===== src/rtl/mag_cook_controller.sv =====
// ---------------------------------------------------------------------------
// mag_cook_controller
//
// Sequencing controller for the magnetron path. Accepts keypad time entry,
// start/stop/clear buttons and the door interlock, counts the entered time
// down in BCD mm:ss while cooking, and holds an end-of-cook beep for a fixed
// number of seconds afterwards. All panel inputs arrive already synchronised.
//
// Parameters:
//   CYCLES_PER_SEC  clk cycles per countdown second
//   BEEP_SECS       seconds the beep stays asserted in DONE
//   QUICK_SECS      BCD seconds loaded by start with zero time in IDLE
//
// Ports:
//   clk          in   system clock
//   resetn       in   asynchronous active-low reset
//   startn       in   start button, active-low level
//   stopn        in   stop button, active-low level
//   clearn       in   clear button, active-low level
//   door_closed  in   1 = door closed
//   digit_valid  in   one-cycle keypad strobe
//   digit        in   keypad digit (BCD)
//   mag_on       out  magnetron enable
//   time_bcd     out  remaining/entered time {m1,m0,s1,s0}
//   state        out  0 IDLE, 1 SETUP, 2 COOK, 3 PAUSE, 4 DONE
//   beep         out  end-of-cook tone enable
// ---------------------------------------------------------------------------
module mag_cook_controller #(
    parameter int unsigned CYCLES_PER_SEC = 50000000,
    parameter int unsigned BEEP_SECS      = 3,
    parameter logic [7:0]  QUICK_SECS     = 8'h30
) (
    input  logic        clk,
    input  logic        resetn,
    input  logic        startn,
    input  logic        stopn,
    input  logic        clearn,
    input  logic        door_closed,
    input  logic        digit_valid,
    input  logic [3:0]  digit,
    output logic        mag_on,
    output logic [15:0] time_bcd,
    output logic [2:0]  state,
    output logic        beep
);

    typedef enum logic [2:0] {
        S_IDLE  = 3'd0,
        S_SETUP = 3'd1,
        S_COOK  = 3'd2,
        S_PAUSE = 3'd3,
        S_DONE  = 3'd4
    } state_e;

    localparam int unsigned PW = (CYCLES_PER_SEC > 1) ? $clog2(CYCLES_PER_SEC) : 1;
    localparam int unsigned BW = (BEEP_SECS > 1) ? $clog2(BEEP_SECS) : 1;
    localparam logic [PW-1:0] PRESC_MAX = PW'(CYCLES_PER_SEC - 1);
    localparam logic [BW-1:0] BEEP_MAX  = BW'(BEEP_SECS - 1);

    state_e          state_q, state_d;
    logic [15:0]     time_q, time_d;
    logic [PW-1:0]   presc_q, presc_d;
    logic [BW-1:0]   beep_cnt_q, beep_cnt_d;
    logic            beep_q, beep_d;

    // Previous-cycle button levels; reset to released so a press needs a
    // genuine 1->0 edge.
    logic            startn_q, stopn_q, clearn_q;

    logic            start_p, stop_p, clear_p;
    logic            digit_ok;
    logic            tick;
    logic [PW-1:0]   presc_inc;
    logic [15:0]     time_dec;
    logic [15:0]     time_shift;

    // One BCD second down. Seconds above 59 are not corrected; they simply
    // count down digit-wise until they pass through 59 naturally.
    function automatic logic [15:0] bcd_dec(input logic [15:0] t);
        logic [3:0] m1, m0, s1, s0;
        {m1, m0, s1, s0} = t;
        if (s0 != 4'd0) begin
            s0 = s0 - 4'd1;
        end else if (s1 != 4'd0) begin
            s1 = s1 - 4'd1;
            s0 = 4'd9;
        end else begin
            s1 = 4'd5;
            s0 = 4'd9;
            if (m0 != 4'd0) begin
                m0 = m0 - 4'd1;
            end else begin
                m0 = 4'd9;
                m1 = m1 - 4'd1;
            end
        end
        return {m1, m0, s1, s0};
    endfunction

    always_comb begin
        start_p    = startn_q & ~startn;
        stop_p     = stopn_q  & ~stopn;
        clear_p    = clearn_q & ~clearn;
        digit_ok   = digit_valid && (digit <= 4'd9);
        tick       = (presc_q == PRESC_MAX);
        presc_inc  = tick ? '0 : presc_q + PW'(1);
        time_dec   = bcd_dec(time_q);
        time_shift = {time_q[11:0], digit};

        state_d    = state_q;
        time_d     = time_q;
        presc_d    = presc_q;
        beep_cnt_d = beep_cnt_q;
        beep_d     = beep_q;

        if (clear_p) begin
            state_d    = S_IDLE;
            time_d     = '0;
            presc_d    = '0;
            beep_d     = 1'b0;
            beep_cnt_d = '0;
        end else begin
            unique case (state_q)
                S_IDLE: begin
                    // A stop or start press consumes the cycle even when it
                    // has no effect, so a coincident digit is dropped.
                    if (stop_p) begin
                        state_d = S_IDLE;
                    end else if (start_p) begin
                        if (door_closed) begin
                            state_d = S_COOK;
                            presc_d = '0;
                            if (time_q == 16'h0000)
                                time_d = {8'h00, QUICK_SECS};
                        end
                    end else if (digit_ok) begin
                        time_d  = time_shift;
                        state_d = S_SETUP;
                    end
                end

                S_SETUP: begin
                    if (stop_p) begin
                        state_d = S_IDLE;
                        time_d  = '0;
                        presc_d = '0;
                    end else if (start_p) begin
                        if (door_closed && (time_q != 16'h0000)) begin
                            state_d = S_COOK;
                            presc_d = '0;
                        end
                    end else if (digit_ok) begin
                        time_d = time_shift;
                    end
                end

                S_COOK: begin
                    // Prescaler is frozen on the way out so PAUSE keeps the
                    // partial second.
                    if (stop_p || !door_closed) begin
                        state_d = S_PAUSE;
                    end else begin
                        presc_d = presc_inc;
                        if (tick) begin
                            time_d = time_dec;
                            if (time_dec == 16'h0000) begin
                                state_d    = S_DONE;
                                presc_d    = '0;
                                beep_d     = 1'b1;
                                beep_cnt_d = '0;
                            end
                        end
                    end
                end

                S_PAUSE: begin
                    if (stop_p) begin
                        state_d = S_IDLE;
                        time_d  = '0;
                        presc_d = '0;
                    end else if (start_p && door_closed) begin
                        state_d = S_COOK;
                    end
                end

                S_DONE: begin
                    if (stop_p || start_p) begin
                        state_d    = S_IDLE;
                        presc_d    = '0;
                        beep_d     = 1'b0;
                        beep_cnt_d = '0;
                    end else begin
                        presc_d = presc_inc;
                        if (tick) begin
                            if (beep_cnt_q == BEEP_MAX) begin
                                state_d    = S_IDLE;
                                beep_d     = 1'b0;
                                beep_cnt_d = '0;
                            end else begin
                                beep_cnt_d = beep_cnt_q + BW'(1);
                            end
                        end
                    end
                end

                default: begin
                    state_d    = S_IDLE;
                    time_d     = '0;
                    presc_d    = '0;
                    beep_d     = 1'b0;
                    beep_cnt_d = '0;
                end
            endcase
        end
    end

    always_ff @(posedge clk or negedge resetn) begin
        if (!resetn) begin
            state_q    <= S_IDLE;
            time_q     <= '0;
            presc_q    <= '0;
            beep_cnt_q <= '0;
            beep_q     <= 1'b0;
            startn_q   <= 1'b1;
            stopn_q    <= 1'b1;
            clearn_q   <= 1'b1;
        end else begin
            state_q    <= state_d;
            time_q     <= time_d;
            presc_q    <= presc_d;
            beep_cnt_q <= beep_cnt_d;
            beep_q     <= beep_d;
            startn_q   <= startn;
            stopn_q    <= stopn;
            clearn_q   <= clearn;
        end
    end

    // Door gating is combinational so the magnetron drops in the same cycle
    // the door opens, ahead of the registered move to PAUSE.
    assign mag_on   = (state_q == S_COOK) & door_closed;
    assign time_bcd = time_q;
    assign state    = state_q;
    assign beep     = beep_q;

endmodule


===== config.mk =====
export PLATFORM = sky130hd
export DESIGN_NAME = mag_cook_controller
export DESIGN_NICKNAME = d
export VERILOG_FILES = /design/src/rtl/mag_cook_controller.sv
export SDC_FILE = /design/constraint.sdc
export NUM_CORES = 1
export LEC_CHECK = 0
export ABC_AREA = 0
export CORE_MARGIN = 5
export CORE_UTILIZATION = 58
export DETAILED_ROUTE_END_ITERATION = 6
export GPL_TIMING_DRIVEN = 1
export PLACE_DENSITY = 0.8
export SYNTH_ARGS = -nofsm -noshare
export SYNTH_HDL_FRONTEND = slang
export SYNTH_SLANG_ARGS = --single-unit

===== constraint.sdc =====
create_clock -name clk -period 3 [get_ports clk]
set_input_delay 0.75 -clock clk [delete_from_list [all_inputs] [get_ports clk]]
set_output_delay 0.75 -clock clk [all_outputs]
set_load 0.005 [all_outputs]

# Word level (Yosys, flattened, before mapping)
# Cells that the tools add are included.
[totals]
output_inout_bits = 21
ff_bits = 51
elab_cells = 136
inputBits = 11
[classes]
reduce_logical = 19
n_lt_le_gt_ge = 1
n_bitwise = 7
n_eq_ne = 27
addsub = 6
n_mux = 68
[ops]
columns = ["operator", "n"]
rows = [
  ["two-way mux 26 bit", 13],
  ["two-way mux 16 bit", 11],
  ["case mux 26 bit (5 select lines)", 1],
  ["case mux 16 bit (5 select lines)", 1],
  ["two-way mux 3 bit", 16],
  ["!= test 4 bit, second input constant", 10],
  ["two-way mux 4 bit", 9],
  ["logical NOT 16 bit", 2],
  ["adder 26 x 1 -> 26 bit, second input constant", 1],
  ["equality test 26 bit, second input constant", 1],
  ["!= test 3 bit, second input constant", 7],
  ["nonzero test 16 bit", 1],
  ["subtractor 4 x 1 -> 4 bit, second input constant", 4],
  ["case mux 3 bit (5 select lines)", 1],
  ["two-way mux 2 bit", 7],
  ["nonzero test 4 bit", 3],
  ["!= test 5 bit, second input constant", 2],
  ["AND reduction 9 bit", 1],
  ["AND reduction 8 bit", 1],
  ["two-way mux 1 bit", 7],
  ["AND reduction 7 bit", 1],
  ["equality test 3 x 2 -> 1 bit, second input constant", 2],
  ["case mux 2 bit (3 select lines)", 1],
  ["AND reduction 6 bit", 1],
  ["16 further kinds", 24],
]

# Longest topological paths before layout
# Gate-level depths: netlist (run 1).
[logic_depth]
depth_word = 10
ltp_mapped = 9
depth_no_buf = 8

# Least setup slack after synthesis (run 1)
# OpenSTA, ideal clock, no wires.
[synth_path]
path_type = "input port to flip-flop"
from = "input digit[1]"
to = "register state_q[1], in the netlist state[1]"
n_path_buf = 0
slack_ps = 465
setup_time_ps = 128
arrival_time_ps = 2408
path_stages = 6
required_time_ps = 2872
cell_sequence = "o21ai_0 > nand2_1 > o311ai_0 > o211ai_1 > a21oi_1 > mux2_1"
[synth_between]
elab_chain_len = 4
[synth_lines]
columns = ["element", "line_no", "text"]
rows = [
  ["start, declared", "40", "input logic [3:0] digit,"],
  ["less-or-equal comparator 4 bit", "104", "digit_ok = digit_valid && (digit <= 4'd9);"],
  ["logical AND 1 bit", "104", ""],
  ["!= test 5 bit (no line)", "--", ""],
  ["AND reduction 9 bit (no line)", "--", ""],
  ["end signal, assigned", "228", "state_q <= state_d;"],
  ["end, declared", "60", "state_e state_q, state_d;"],
]
# No other way between the ends.
# A chain may end at the register's enable or synchronous reset.

# Final worst setup path (run 1)
[layout_path]
from = "input door_closed"
to = "output mag_on"
[layout_between]
elab_chain_len = 1
[layout_lines]
columns = ["element", "line_no", "text"]
rows = [
  ["start, declared", "38", "input logic door_closed,"],
  ["AND 1 bit", "241", "assign mag_on = (state_q == S_COOK) & door_closed;"],
  ["end, declared", "41", "output logic mag_on,"],
]
# No other way between the ends.

==> flow_metrics.py, run 1 <==
metrics = {
    "run_status": {
        "status": "finished clean",
    },
    "power": {
        "power_switching_mw": 1.357,
        "p_leak_nw": 1.616,
        "seq_power_share": 0.312,
        "vdd_drop_max_v": 0.0003983,
        "power.internal_mw": 1.734,
        "power.density_nw_per_um2": 750.2,
        "power_frac_comb": 0.548,
        "clkPwrFrac": 0.140,
        "netSwitchingFraction": 0.4392,
        "p_total_mw": 3.091,
    },
    "clock_tree": {
        "cts_resized": 0,
        "cts-root-buf": "clkbuf_8",
        "clockBufferDepth": 2,
        "path_clk_slew_ns": 0.10,
        "cts_setup_buffers": 0,
        "h-tree-depth": 2,
        "numClockSinks": 51,
        "cts_tree": "done",
        "insertion_delay_ns": 0.31,
        "cts-buffers-inserted": 5,
        "ctsHoldBuffers": 0,
    },
    "run": {
        "drv_cap": 0,
    },
    "floorplanning": {
        "rows": 28,
        "num_io_pins": 32,
        "start_util": 0.5955,
        "die_h_um": 87.74,
        "core_area_um2": 5886,
        "dieArea_um2": 7697,
        "die_w_um": 87.74,
    },
    "layout": {
        "syn2layout_area_growth_pct": 17.57,
        "drive_gt1_frac": 0.1500,
        "diodes": 0,
        "final_util": 0.7000,
        "final_nets": 473,
        "fin_cells": 535,
    },
    "worst_setup_path": {
        "timing.rr.start": "presc_q[16]",
        "critPathArrivalTime_ns": 1.97,
        "max_stage_delay_ns": 0.51,
        "cp_common_cell": "clkdlybuf4s50_1",
        "r2r_cells": 6,
        "r2r_end": "state[1]",
        "worst_ep_required_time_ns": 2.25,
        "crit_type": "in -> out",
        "worstPathMaxFanout": 3,
        "path_cells": "clkdlybuf4s50_1 > inv_1 > nor2_1 > clkdlybuf4s50_1",
        "end_kind": "primary output",
        "startpoint_type": "input pin",
        "rrSetupSlack_ns": 0.39,
        "crit_slowest_cell": "clkdlybuf4s50_1",
    },
    "grt": {
        "antenna_found_initial": 0,
        "grt_pass1_wl_mm": 16.36,
        "gr-usage-met2": 0.4055,
        "grt_remaining_overflow": 0,
        "use_met1": 0.3798,
        "grt-busiest-layer": "met2",
        "groute.usage.overall": 0.2628,
        "use_met3": 0.04139,
        "grt_max_degree": 31,
        "grt_pass1_vias": 3287,
    },
    "synth": {
        "syn_area_per_cell_um2": 8.465,
        "async_flop_share": 1.000,
        "synth_edf_count": 0,
        "synth_area_leaders": "dfrtp_1 (34%), o21ai_0 (7.4%), o31ai_1 (4.7%)",
        "synth_cells": 414,
        "yosysUniqueCellTypes": 70,
        "ys.flop_type": "dfrtp_1",
        "syn_nets": 428,
        "synth_top_cell_area_share": 0.3427,
        "synth_warnings": 0,
        "synth_most_common_cell": "o21ai_0",
        "ys_ff_latch": 51,
        "synthTopCellsByCount": "o21ai_0 (52), dfrtp_1 (48), nand2_1 (37)",
        "netlist_area_um2": 3505,
        "ys_seq_area_frac": 0.3652,
        "synth_area_leader_cell": "dfrtp_1",
    },
    "routing": {
        "vias": 3563,
        "drt.antenna.violating_nets": 0,
        "drt_iter0_markers": 365,
        "drc_errors": 0,
        "viasPerCell": 6.660,
        "detail_route.wl_per_cell_um": 17.86,
        "dr.pass1.iters": 5,
        "routed_wl_mm": 9.556,
    },
    "timing": {
        "hold_violations": 0,
        "relSlewSlack": 0.5302,
        "fin_ws_ns": 0.2789,
        "post-route-period-util": 0.9070,
        "max_freq_ghz": 0.3675,
        "rsz0062_at_grt": "no",
        "maxSlewViolCount": 0,
        "setup_tns_ns": 0,
        "setup_viol": 0,
        "worst_slew_pin_slew_ns": 0.7047,
        "fin_crit_ns": 2.721,
        "fin_skew_ns": 0.01353,
    },
    "place": {
        "gp_congestion": 0.8641,
        "io_buffers": 31,
        "dp_cells": 527,
        "post-place-ws_ns": 0.02689,
        "hpwl_mm": 6.781,
    },
    "min_path": {
        "min-delay-path-class": "in -> async",
    },
}
## area by class of cell
type	instances	area [um2]
Multi-Input combinational cell	334	2092
Fill cell	474	1765
Sequential cell	51	1280
Timing Repair Buffer	62	538.0
Tap cell	75	93.84
Clock buffer	5	68.82
Clock inverter	3	28.78
Inverter	5	18.77
## power by group through the flow
stage	logic [mW]	registers, mW	clock network, mW
floorplan	1.10	0.921	0
global placement	1.62	0.968	0
detailed placement	1.66	0.972	0
CTS	1.67	0.958	0.440
global route	1.86	0.985	0.470
finish	1.69	0.964	0.433
## worst max path at each step
stage                      startpoint           to  slack, ns  depth (start not counted)
final                     door_closed       mag_on       0.28                          4
after global routing           startn  presc_q[14]       0.13                          7
after CTS                 door_closed       mag_on       0.28                          4
after detailed placement       startn  presc_q[22]       0.03                          7
after global placement         startn  time_bcd[1]       0.12                          8
after floorplan              digit[1]     state[1]       0.46                          6
## cells by family (layout without fill, tap and decap cells)
family	after synthesis	in the layout	share of synthesized area
fa+ha+maj	3	3	0.01071
compound gates	143	143	0.2746
simple gates	177	177	0.2799
mux	10	10	0.02928
buf+inv	29	75	0.03784
xor+xnor	1	1	0.002500
flops	51	51	0.3652
## cell usage in the layout, fill, tap and decap left out, drive strengths merged, types with 20 or more instances in the layout
cell / synthesis / final
a21oi: 20 / 20
nor2: 29 / 29
nand3: 21 / 21
buf: 9 / 32
o31ai: 22 / 22
nand2: 37 / 37
clkdlybuf4s50: 0 / 30
o21ai: 55 / 55
nor3: 20 / 20
dfrtp: 48 / 48
## registers in the layout (all words and copies together), names as in the netlist
name / count
beep: 1
clearn_q: 1
stopn_q: 1
beep_cnt_q: 2
presc_q: 26
startn_q: 1
state: 3
time_bcd: 16
## worst max-delay path: cells and delay by family
kind / cells / cell delay [ns]
buf+inv: 3 / 1.12
simple gates: 1 / 0.10
## per-stage QoR
step,cell area (um2),hold WS (ns)
floorplan,3505,0.4370
global placement,4023,0.4622
detailed placement,4023,0.4752
CTS,4120,0.4893
global route,4120,0.5119
finish,4120,0.4701
## layer usage
metal,up-vias,part of all wire
li1,1677,-
met1,1695,0.45
met2,175,0.47
met3,16,0.065
met4,0,0.014
met5,-,0
Note: power is estimated with default switching activity, not from simulation.
==> inputs of run 2 (changes only) <==
--- a/config.mk
+++ b/config.mk
@@ -7,10 +7,10 @@
 export LEC_CHECK = 0
 export ABC_AREA = 0
 export CORE_MARGIN = 5
-export CORE_UTILIZATION = 58
+export CORE_UTILIZATION = 60
 export DETAILED_ROUTE_END_ITERATION = 6
 export GPL_TIMING_DRIVEN = 1
-export PLACE_DENSITY = 0.8
+export PLACE_DENSITY = 0.83
 export SYNTH_ARGS = -nofsm -noshare
 export SYNTH_HDL_FRONTEND = slang
 export SYNTH_SLANG_ARGS = --single-unit
==> constraint.sdc (replaced) <==
create_clock -name clk -period 3.5 [get_ports clk]
set_input_delay 0.875 -clock clk [delete_from_list [all_inputs] [get_ports clk]]
set_output_delay 0.875 -clock clk [all_outputs]
set_load 0.005 [all_outputs]
==> flow_metrics.py, run 2 (same netlist as run 1, synthesis figures left out) <==
metrics = {
    "clock_tree": {
        "cts-root-buf": "clkbuf_8",
        "numClockSinks": 51,
        "ctsHoldBuffers": 0,
        "cts_resized": 0,
        "clockBufferDepth": 2,
        "cts_setup_buffers": 0,
        "cts_tree": "done",
        "insertion_delay_ns": 0.32,
        "h-tree-depth": 2,
        "cts-buffers-inserted": 5,
        "path_clk_slew_ns": 0.09,
    },
    "routing": {
        "drt_iter0_markers": 349,
        "viasPerCell": 6.758,
        "drt.antenna.violating_nets": 0,
        "detail_route.wl_per_cell_um": 18.03,
        "dr.pass1.iters": 6,
        "routed_wl_mm": 9.324,
        "drc_errors": 0,
        "vias": 3494,
    },
    "layout": {
        "layout_commonest_cell": "o21ai_0",
        "top_register": "presc_q",
        "area.sequential_um2": 1280,
        "largest_reg_flops": 26,
        "final_nets": 458,
        "fillerInstances": 449,
        "syn2layout_area_growth_pct": 14.92,
        "drive_gt1_frac": 0.1213,
        "diodes": 0,
        "final_util": 0.7182,
        "final_cell_mix": "o21ai_0 (52), dfrtp_1 (48), nand2_1 (37)",
        "multiInputGateArea_um2": 2092,
    },
    "floorplanning": {
        "dieArea_um2": 7469,
        "rows": 27,
        "start_util": 0.6249,
        "die_w_um": 86.43,
        "die_h_um": 86.43,
        "num_io_pins": 32,
        "core_area_um2": 5608,
    },
    "worst_setup_path": {
        "startpoint_type": "register",
        "critPathArrivalTime_ns": 2.21,
        "end_kind": "primary output",
        "worstPathMaxFanout": 16,
        "worst_ep_required_time_ns": 2.62,
        "crit_type": "reg -> out",
    },
    "place": {
        "hpwl_mm": 6.310,
        "gp_congestion": 0.9185,
        "io_buffers": 31,
        "post-place-ws_ns": 0.2267,
    },
    "power": {
        "seq_power_share": 0.312,
        "power_switching_mw": 1.148,
        "p_total_mw": 2.654,
        "vdd_drop_max_v": 0.0003133,
        "netSwitchingFraction": 0.4323,
        "clkPwrFrac": 0.169,
        "power_frac_comb": 0.519,
        "power.density_nw_per_um2": 659.0,
        "p_leak_nw": 1.556,
        "power.internal_mw": 1.507,
    },
    "grt": {
        "grt_pass1_wl_mm": 16.01,
        "grt_pass1_vias": 3351,
        "grt_remaining_overflow": 0,
        "groute.usage.overall": 0.2621,
        "grt_max_degree": 50,
        "antenna_found_initial": 0,
    },
    "timing": {
        "fin_skew_ns": 0.01400,
        "setup_viol": 0,
        "maxSlewViolCount": 0,
        "relSlewSlack": 0.2363,
        "max_freq_ghz": 0.3242,
        "rsz0062_at_grt": "no",
        "worst_slew_pin_slew_ns": 1.146,
        "setup_tns_ns": 0,
        "fin_ws_ns": 0.4152,
        "post-route-period-util": 0.8814,
        "hold_violations": 0,
        "fin_crit_ns": 3.085,
        "holdWs_ns": 0.4807,
    },
    "run_status": {
        "status": "finished clean",
    },
    "min_path": {
        "min-delay-path-class": "reg -> reg",
    },
    "run": {
        "drv_cap": 0,
    },
}
-- run 2: cell type report --
type | instances | share of cell area
clock inverters | 2 | 0.009630
well taps | 72 | 0.02237
repair buffers | 47 | 0.1056
clock buffers | 6 | 0.02050
inverters | 5 | 0.004660
flip-flops and latches | 51 | 0.3178
multi-input cells | 334 | 0.5194
-- run 2: critical path: stages (launching register included) --
cell	delay, ns
dfrtp_1	0.53
or3b_2	0.70
nor2_1	0.15
clkdlybuf4s50_1	0.52
-- run 2: worst paths after layout --
kind	slack (ns)	end	cells after the start	from
hold / removal	0.48	presc_q[25]	1	presc_q[25]
setup / recovery	0.42	mag_on	3	state[2]
setup reg to reg	0.81	presc_q[22]	7	presc_q[16]
min in group asynchronous	0.77	state[0]	1	resetn
max in group asynchronous	1.94	clearn_q	2	resetn
hold reg to reg	0.48	presc_q[25]	1	presc_q[25]
-- run 2: metrics by stage --
step | instances | cell area, um2
floorplan | 414 | 3505
global placement | 509 | 3906
detailed placement | 509 | 3906
CTS | 517 | 4028
global route | 517 | 4028
finish | 517 | 4028
-- run 2: routing by layer --
metal / part of all wire / global-route usage / vias to the layer above
met4: 0.018 / 0.08499 / 0
met1: 0.41 / 0.3466 / 1650
met2: 0.49 / 0.4395 / 179
met5: 0 / 0 / -
met3: 0.084 / 0.04087 / 24
li1: - / - / 1641
-- run 2: power by group through the flow --
stage | Combinational (mW) | Clock (mW) | Sequential, mW
floorplan | 0.941 | 0 | 0.790
finish | 1.38 | 0.450 | 0.828
global placement | 1.31 | 0 | 0.827
CTS | 1.36 | 0.458 | 0.821
detailed placement | 1.35 | 0 | 0.833
global route | 1.52 | 0.483 | 0.843
